### src/rtl/mealy_fsm_pkg.sv
// Shared state encodings and move tables of the 6-state (a,b) symbol decoder.
// Used by the path driver and by the decoder's own bench.
package mealy_fsm_pkg;

  localparam logic [3:0] S0 = 4'd0;
  localparam logic [3:0] S1 = 4'd1;
  localparam logic [3:0] S2 = 4'd2;
  localparam logic [3:0] S3 = 4'd3;
  localparam logic [3:0] S4 = 4'd4;
  localparam logic [3:0] S5 = 4'd5;

  localparam logic [1:0] HOLD_S0 = 2'b00;
  localparam logic [1:0] HOLD    = 2'b11;

  typedef enum logic [1:0] {
    IDLE,
    MOVE,
    GAP,
    DONE
  } mpd_state_t;

  function automatic logic [3:0] fsm_next(
    input logic [3:0] cur,
    input logic [1:0] ab
  );
    logic [3:0] n;
    n = cur;
    case (cur)
      S0: if (ab == 2'b11) n = S1;
          else if (ab == 2'b10) n = S5;
      S1: if (ab == 2'b10) n = S4;
          else if (ab == 2'b01) n = S3;
      S2: if (ab == 2'b00) n = S1;
          else if (ab == 2'b10) n = S5;
      S3: if (ab == 2'b00) n = S2;
          else if (ab == 2'b10) n = S4;
      S4: if (ab == 2'b10) n = S3;
          else if (ab == 2'b01) n = S5;
      S5: if (ab == 2'b00) n = S5;
          else if (ab == 2'b10) n = S1;
      default: n = cur;
    endcase
    return n;
  endfunction

  function automatic logic [1:0] next_hop(
    input logic [3:0] cur,
    input logic [3:0] tgt
  );
    logic [1:0] s;
    s = HOLD;
    case (cur)
      S0: s = (tgt == S5) ? 2'b10 : 2'b11;
      S1: s = (tgt == S2 || tgt == S3) ? 2'b01 : 2'b10;
      S2: s = (tgt == S5) ? 2'b10 : 2'b00;
      S3: s = (tgt == S1 || tgt == S2) ? 2'b00 : 2'b10;
      S4: s = (tgt == S1 || tgt == S5) ? 2'b01 : 2'b10;
      S5: s = 2'b10;
      default: s = HOLD;
    endcase
    return s;
  endfunction

  function automatic logic [1:0] hold_sym(input logic [3:0] cur);
    return (cur == S0) ? HOLD_S0 : HOLD;
  endfunction

endpackage

### src/rtl/mealy_path_driver_shadow.sv
// Shadow copy of the decoder state; advances only while a move symbol is on a/b.
module mealy_shadow
  import mealy_fsm_pkg::*;
(
  input  logic       clk,
  input  logic       rst,
  input  logic       step,
  input  logic [1:0] ab,
  output logic [3:0] cur_state
);

  always_ff @(posedge clk or negedge rst) begin
    if (!rst) begin
      cur_state <= S0;
    end else if (step) begin
      cur_state <= fsm_next(cur_state, ab);
    end
  end

endmodule

### src/rtl/mealy_path_driver.sv
// Drives a/b symbols walking the decoder FSM to a requested state.
// Optional hop counter output enabled by MPD_HOPCNT_EN.
module mealy_path_driver
  import mealy_fsm_pkg::*;
#(
  parameter int unsigned IDLE_GAP = 0
) (
  input  logic       clk,
  input  logic       rst,
  input  logic       req,
  input  logic [3:0] target,
  output logic       busy,
  output logic       done,
  output logic       err,
  output logic       a,
  output logic       b,
  output logic [3:0] cur_state
`ifdef MPD_HOPCNT_EN
  ,
  output logic [1:0] hops
`endif
);

  localparam logic [2:0] GAP_LD =
    (IDLE_GAP == 0) ? 3'd0 : 3'(IDLE_GAP - 1);

  mpd_state_t state, state_d;
  logic [1:0] ab, ab_d;
  logic [3:0] tgt, tgt_d;
  logic [3:0] nxt;
  logic [2:0] gcnt, gcnt_d;
  logic       busy_d, done_d, err_d;
  logic       step;

  assign a = ab[1];
  assign b = ab[0];

  mealy_shadow u_shadow (
    .clk       (clk),
    .rst       (rst),
    .step      (step),
    .ab        (ab),
    .cur_state (cur_state)
  );

  always_comb begin
    state_d = state;
    ab_d    = ab;
    tgt_d   = tgt;
    gcnt_d  = gcnt;
    busy_d  = 1'b0;
    done_d  = 1'b0;
    err_d   = 1'b0;
    step    = 1'b0;
    nxt     = fsm_next(cur_state, ab);
    unique case (state)
      IDLE: begin
        ab_d = hold_sym(cur_state);
        if (req) begin
          tgt_d = target;
          // S0 has no incoming edge from any other state
          if (target > S5 || (target == S0 && cur_state != S0)) begin
            err_d = 1'b1;
          end else if (target == cur_state) begin
            state_d = DONE;
            done_d  = 1'b1;
          end else begin
            state_d = MOVE;
            busy_d  = 1'b1;
            ab_d    = next_hop(cur_state, target);
          end
        end
      end
      MOVE: begin
        step = 1'b1;
        if (nxt == tgt) begin
          state_d = DONE;
          done_d  = 1'b1;
          ab_d    = hold_sym(nxt);
        end else if (IDLE_GAP != 0) begin
          state_d = GAP;
          busy_d  = 1'b1;
          ab_d    = hold_sym(nxt);
          gcnt_d  = GAP_LD;
        end else begin
          busy_d = 1'b1;
          ab_d   = next_hop(nxt, tgt);
        end
      end
      GAP: begin
        busy_d = 1'b1;
        if (gcnt == 3'd0) begin
          state_d = MOVE;
          ab_d    = next_hop(cur_state, tgt);
        end else begin
          gcnt_d = gcnt - 3'd1;
        end
      end
      DONE: begin
        state_d = IDLE;
        ab_d    = hold_sym(cur_state);
      end
      default: begin
        state_d = IDLE;
        ab_d    = hold_sym(cur_state);
      end
    endcase
  end

  always_ff @(posedge clk or negedge rst) begin
    if (!rst) begin
      state <= IDLE;
      ab    <= HOLD_S0;
      tgt   <= S0;
      gcnt  <= 3'd0;
      busy  <= 1'b0;
      done  <= 1'b0;
      err   <= 1'b0;
    end else begin
      state <= state_d;
      ab    <= ab_d;
      tgt   <= tgt_d;
      gcnt  <= gcnt_d;
      busy  <= busy_d;
      done  <= done_d;
      err   <= err_d;
    end
  end

`ifdef MPD_HOPCNT_EN
  always_ff @(posedge clk or negedge rst) begin
    if (!rst) begin
      hops <= 2'd0;
    end else if (state == IDLE && state_d != IDLE) begin
      hops <= 2'd0;
    end else if (state == MOVE) begin
      hops <= hops + 2'd1;
    end
  end
`endif

endmodule

### config.mk
export PLATFORM = sky130hd
export DESIGN_NAME = mealy_path_driver
export DESIGN_NICKNAME = d
export VERILOG_FILES = /design/src/rtl/mealy_fsm_pkg.sv /design/src/rtl/mealy_path_driver_shadow.sv /design/src/rtl/mealy_path_driver.sv
export SDC_FILE = /design/constraint.sdc
export NUM_CORES = 1
export LEC_CHECK = 0
export BUFFER_PORTS_ARGS = -buffer_cell sky130_fd_sc_hd__buf_2
export CAP_MARGIN = 20
export CORE_MARGIN = 2
export CORE_UTILIZATION = 40
export CTS_BUF_LIST = sky130_fd_sc_hd__clkbuf_2
export DETAILED_ROUTE_END_ITERATION = 6
export PLACE_DENSITY = 0.64
export SYNTH_ARGS = -nofsm -noshare
export SYNTH_HDL_FRONTEND = slang
export SYNTH_SLANG_ARGS = --single-unit
### constraint.sdc
create_clock -name clk -period 2.8 [get_ports clk]
set_clock_uncertainty 0.05 [all_clocks]
set_input_delay 0.14 -clock clk [delete_from_list [all_inputs] [get_ports clk]]
set_output_delay 0.14 -clock clk [all_outputs]
set_load 0.1 [all_outputs]
==> impl_metrics.py, run 1 <==
metrics = {
    "worst_setup_path": {
        "timing.critical_path.slowest_stage_cell": "sky130_fd_sc_hd__or4b_1",
        "cp.required_ns": 2.95,
        "reg2reg_slack_ns": 0.32,
        "crit_path_end_kind": "flop",
        "slowest_delay_ns": 0.56,
        "crit_type": "reg -> reg",
        "critical_path_at_ns": 2.63,
        "cp_cell_sequence": "or4b_1 -> o211a_1 -> or3_1 -> a311oi_2 -> a21o_1 -> o221ai_2",
        "r2r_cells": 6,
        "startpoint_type": "flop",
        "worstPathMaxFanout": 13,
    },
    "sta": {
        "grt_setup_unrepaired": "false",
        "fmax_mhz": 403.2,
        "holdWs_ns": 0.06534,
        "finalWorstPathRequiredPeriod_ns": 2.480,
        "final.period_utilization_pct": 88.58,
        "setup_violations": 0,
        "worst_slew_margin_rel_pct": 57.00,
        "worst-slew-pin-transition_ns": 0.6401,
        "setup-tns-final_ns": 0,
        "timing.final.hold_violations": 0,
        "finalMaxSlewViolations": 0,
    },
    "routing": {
        "via_count": 1557,
        "drt_pass1_iterations": 4,
        "avgRoutedWirePerCell_um": 15.50,
        "detail_route.drc_violations": 0,
        "post_drt_via_cell_ratio": 5.898,
        "detail-route-antenna-nets": 0,
        "finalWirelength_um": 4093,
        "first_iter_violations": 98,
    },
    "floorplan": {
        "chip_width_um": 68.14,
        "die_area_um2": 4642,
        "die-height_um": 68.14,
        "boundaryPins": 16,
        "core-area_um2": 3971,
        "count_of_standard_cell_rows": 23,
        "start_util_pct": 41.43,
    },
    "synth": {
        "synth_area_per_cell_um2": 7.872,
        "mappedNetlistNets": 218,
        "post_synth_instance_area_um2": 1645,
        "synth-async-reset-ratio_pct": 100.0,
        "synth_enable_flop_cells": 0,
        "syn-instance-count": 209,
        "yosys_most_used_dff": "sky130_fd_sc_hd__dfrtp_1",
        "synth-seq-area-share_pct": 27.38,
        "synth_cell_type_count": 56,
        "synth_warnings": 0,
        "synth.ff_latch_count": 18,
    },
    "placed_design": {
        "dpl.hpwl_um": 2975,
        "numPortBuffers": 15,
        "gp_congestion": 0.7703,
    },
    "job": {
        "timing.max_cap.violations": 0,
    },
    "cells_and_area": {
        "diodes": 0,
        "layout.nets": 224,
        "most-common-layout-cells": "sky130_fd_sc_hd__nand2_1 (18), sky130_fd_sc_hd__o21ai_0 (16), sky130_fd_sc_hd__dfrtp_1 (16), sky130_fd_sc_hd__nor2_1 (15), sky130_fd_sc_hd__buf_2 (15)",
        "final_layout_size_suffix_gt1_share_pct": 18.22,
        "layout.cells.most_common": "sky130_fd_sc_hd__nand2_1",
        "finalCoreUtilization_pct": 44.61,
        "area.growth.synth_to_final_pct": 7.681,
    },
    "grt": {
        "grt_start_max_net_pins": 22,
        "grt_util_all_layers_pct": 19.25,
        "first_global_vias": 1414,
        "grt_overflow_total": 0,
        "grt_pass1_wl_um": 6762,
        "antenna_violations_before_repair": 0,
    },
    "worst_hold_path": {
        "hold_depth": 2,
        "hold_class": "in -> reg",
    },
    "power": {
        "vdd_ir_max_mv": 0.4151,
        "report.power.total_uw": 1876,
        "leakagePower_uw": 0.0006864,
        "power_density_nw_per_um2": 1059,
    },
    "cts": {
        "cts_max_level": 1,
        "cts_tree": "built",
        "worst_skew_pair.late_latency_ns": 0.32,
        "cts_made_buffers": 3,
        "cts_setup_buffers": 0,
        "clkTransAtPathRegs_ns": 0.19,
        "clk_path_buf_depth": 2,
        "clock-sinks": 18,
        "clk_root_buffer_cell": "sky130_fd_sc_hd__clkbuf_2",
    },
    "status": {
        "status": "finished clean",
    },
}
## power breakdown
part,internal (uW),leakage (uW),switching [uW]
clock network,31.1,0.0000140,89.0
logic,427,0.000456,834
registers,347,0.000216,149
## Yosys cell counts, types with 4 or more instances
library cell | number | area [um2]
sky130_fd_sc_hd__nor4_1 | 4 | 25.02
sky130_fd_sc_hd__inv_1 | 10 | 37.54
sky130_fd_sc_hd__dfrtp_1 | 18 | 450.4
sky130_fd_sc_hd__clkbuf_1 | 18 | 67.56
sky130_fd_sc_hd__mux2_2 | 6 | 67.56
sky130_fd_sc_hd__nor2_1 | 15 | 56.30
sky130_fd_sc_hd__a21oi_1 | 9 | 45.04
sky130_fd_sc_hd__nand2_1 | 18 | 67.56
sky130_fd_sc_hd__o21ai_0 | 16 | 80.08
sky130_fd_sc_hd__nor3_1 | 6 | 30.03
sky130_fd_sc_hd__and2_1 | 4 | 25.02
sky130_fd_sc_hd__xnor2_1 | 8 | 70.07
sky130_fd_sc_hd__nand2b_1 | 4 | 25.02
## cell families (layout without fill, tap and decap cells)
family | count (synthesis) | count (layout) | share of synthesized area, %
AND/OR/NAND/NOR | 79 | 79 | 26.46
AO/OA/AOI/OAI | 64 | 64 | 28.14
buffers and inverters | 31 | 36 | 7.604
flip-flops | 18 | 18 | 27.38
XOR/XNOR | 9 | 9 | 4.791
multiplexers | 6 | 6 | 4.106
adder cells (fa/ha/maj) | 2 | 2 | 1.521
## layout make-up
type / instances / area, um2
Fill cell: 425 / 2200
Timing Repair Buffer: 22 / 130.1
Multi-Input combinational cell: 160 / 1070
Clock buffer: 3 / 15.01
Tap cell: 50 / 62.56
Sequential cell: 18 / 452.9
Clock inverter: 1 / 3.754
Inverter: 10 / 37.54
## layer usage
layer	up-vias	part of all wire, %	wire [um]	global-route usage, %
li1	777	-	-	-
met1	750	49	2007	27.64
met2	26	47	1928	30.22
met3	4	3.0	124	1.974
met4	0	0.81	33	6.250
met5	-	0	0	0
## state kept, by name (all words and copies together) (netlist names)
| signal | flops |
|---|---|
| busy | 1 |
| done | 1 |
| state | 2 |
| err | 1 |
| u_shadow.cur_state | 4 |
| tgt | 4 |
| gcnt | 3 |
| ab | 2 |
## worst max-delay path, delay by kind of cell (launching register included)
kind             cells  cell delay (ns)
AO/OA/AOI/OAI        4             0.91
AND/OR/NAND/NOR      2             0.88
flip-flops           1             0.52
## stage by stage
| stage | setup WS, ns | area, um2 | instances |
|---|---|---|---|
| 2_1_floorplan | 0.01499 | 1648 | 209 |
| 3_3_place_gp | 0.3951 | 1743 | 259 |
| 3_5_place_dp | 0.3611 | 1743 | 259 |
| 4_1_cts | 0.3344 | 1772 | 264 |
| 5_1_grt | 0.1692 | 1772 | 264 |
| 6_report | 0.3197 | 1772 | 264 |
## path summary, 6_finish.rpt
check | from | endpoint
worst max register to register | u_shadow.cur_state[2] | ab[0]
worst max-delay path | u_shadow.cur_state[2] | ab[0]
worst min-delay path | target[0] | tgt[0]
min in group asynchronous | rst | done
worst min register to register | gcnt[1] | gcnt[1]
max in group asynchronous | rst | u_shadow.cur_state[1]
## what timing repair did
item / CTS / global route
hold endpoints to repair: 18 / 0
hold buffers: 1 / 0
resized for setup: 0 / 0
No activity file was read; power rests on OpenSTA's default activity.
==> inputs of run 2 (changes only) <==
Settings changed: PLACE_DENSITY 0.64 to 0.6.
==> impl_metrics.py, run 2 (synthesis gave the netlist of run 1 again) <==
metrics = {
    "cells_and_area": {
        "most-common-layout-cells": "sky130_fd_sc_hd__nand2_1 (18), sky130_fd_sc_hd__o21ai_0 (16), sky130_fd_sc_hd__dfrtp_1 (16), sky130_fd_sc_hd__nor2_1 (15), sky130_fd_sc_hd__buf_2 (15)",
        "fin_area_um2": 1779,
        "final_layout_size_suffix_gt1_share_pct": 18.60,
        "area.growth.synth_to_final_pct": 8.137,
        "final_cells": 265,
        "layout.nets": 225,
        "layout.cells.most_common": "sky130_fd_sc_hd__nand2_1",
        "diodes": 0,
        "largestRegisters": "tgt (4), u_shadow.cur_state (4), gcnt (3)",
    },
    "worst_setup_path": {
        "cpLargestDelayFamily": "compound AO/OA/AOI/OAI gates",
        "crit_type": "reg -> reg",
        "cp_cell_sequence": "or4b_1 -> o211a_1 -> or3_1 -> a311oi_2 -> a21o_1 -> o221ai_2",
        "timing.critical_path.buf_inv": 0,
        "timing.critical_path.slowest_stage_cell": "sky130_fd_sc_hd__dfrtp_2",
        "endpoint_of_the_lowest_slack_register_to_register_path": "ab[0]",
        "crit_path_end_kind": "flop",
        "timing.critical_path.from": "u_shadow.cur_state[1]",
        "setup.worst_path.end": "ab[0]",
        "cp.required_ns": 2.95,
        "timing.critical_path.depth": 6,
        "critical_path_at_ns": 2.62,
        "slowest_delay_ns": 0.55,
        "worstPathMaxFanout": 19,
        "r2r_cells": 6,
        "reg2reg_slack_ns": 0.33,
        "crit-reg2reg-launch": "u_shadow.cur_state[1]",
        "startpoint_type": "flop",
    },
    "sta": {
        "final.period_utilization_pct": 88.16,
        "worst_slew_margin_rel_pct": 56.38,
        "timing.final.hold_violations": 0,
        "setup_violations": 0,
        "worst-slew-pin-transition_ns": 0.6494,
        "setup-tns-final_ns": 0,
        "finalMaxSlewViolations": 0,
        "fmax_mhz": 405.1,
        "grt_setup_unrepaired": "false",
        "holdWs_ns": 0.06741,
        "finalWorstPathRequiredPeriod_ns": 2.469,
    },
    "cts": {
        "cts_made_buffers": 3,
        "worst_skew_pair.late_latency_ns": 0.32,
        "cts_max_level": 1,
        "cts_tree": "built",
        "clk_root_buffer_cell": "sky130_fd_sc_hd__clkbuf_2",
        "clkTransAtPathRegs_ns": 0.19,
        "clock-sinks": 18,
        "clk_path_buf_depth": 2,
    },
    "routing": {
        "finalWirelength_um": 4277,
        "post_drt_via_cell_ratio": 5.958,
        "avgRoutedWirePerCell_um": 16.14,
        "first_iter_violations": 107,
        "via_count": 1579,
        "drt_pass1_iterations": 4,
        "detail_route.drc_violations": 0,
        "detail-route-antenna-nets": 0,
    },
    "placed_design": {
        "gp_congestion": 0.8637,
        "post_dp_cell_area_um2": 1750,
        "place_inst": 260,
        "dpl.hpwl_um": 3115,
        "numPortBuffers": 15,
    },
    "worst_hold_path": {
        "hold_depth": 2,
        "hold_class": "in -> reg",
    },
    "floorplan": {
        "chip_width_um": 68.14,
        "die_area_um2": 4642,
        "start_util_pct": 41.43,
        "die-height_um": 68.14,
        "boundaryPins": 16,
        "count_of_standard_cell_rows": 23,
        "core-area_um2": 3971,
    },
    "power": {
        "share_seq_of_total_power_pct": 26.4,
        "p_comb_share_pct": 67.3,
        "internal_power_uw": 811.8,
        "power.share.switching_pct": 57.11,
        "clock_share_of_power_pct": 6.4,
        "power.net_switching_uw": 1081,
        "power_density_nw_per_um2": 1064,
        "leakagePower_uw": 0.0006906,
        "vdd_ir_max_mv": 0.4477,
    },
    "job": {
        "timing.max_cap.violations": 0,
    },
    "grt": {
        "grt_start_max_net_pins": 22,
        "grt_overflow_total": 0,
        "grt_util_all_layers_pct": 19.85,
        "antenna_violations_before_repair": 0,
        "first_global_vias": 1333,
        "grt_pass1_wl_um": 6865,
    },
    "status": {
        "status": "finished clean",
    },
}
-- run 2: worst min-delay path by stage --
stage / start / to / slack (ns)
floorplan: rst / ab[0] / -0.21
detailed placement: rst / err / 0.06
global placement: rst / err / 0.05
CTS: target[0] / tgt[0] / 0.06
global route: target[0] / tgt[0] / 0.09
finish: target[0] / tgt[0] / 0.07
-- run 2: cell type report --
| class | instances | area, um2 |
|---|---|---|
| Tap cell | 50 | 62.56 |
| Inverter | 10 | 37.54 |
| Fill cell | 418 | 2192 |
| Clock buffer | 3 | 15.01 |
| Clock inverter | 1 | 3.754 |
| Sequential cell | 18 | 452.9 |
| Timing Repair Buffer | 23 | 137.6 |
| Multi-Input combinational cell | 160 | 1070 |
-- run 2: power by group through the flow --
stage	registers, uW	clock network, uW	logic [uW]
3_5_place_dp	504	0	1260
2_1_floorplan	711	0	805
5_1_grt	526	136	1380
6_report	499	121	1270
4_1_cts	496	127	1270
3_3_place_gp	504	0	1260
-- run 2: layer usage --
layer	vias to the layer above	routed length, um	global-route usage, %	share of wire (%)
met5	-	0	0	0
met4	0	44	5.250	1.0
met3	5	252	1.809	5.9
met2	45	1957	29.49	46
met1	744	2023	30.51	47
li1	785	-	-	-
-- run 2: stage by stage --
step                worst slack (ns)  total power (uW)  util, %
floorplan                    0.01499              1516        -
global placement              0.3704              1766    44.08
detailed placement            0.3393              1766    44.08
CTS                           0.3184              1892    44.80
global route                  0.1653              2042    44.80
finish                        0.3314              1893    44.80
-- run 2: repair_timing --
| action | in CTS | in global routing |
|---|---|---|
| hold buffers | 1 | 0 |
| setup buffers | 0 | 0 |
| hold endpoints to repair | 18 | 0 |
| gates resized for setup | 0 | 0 |
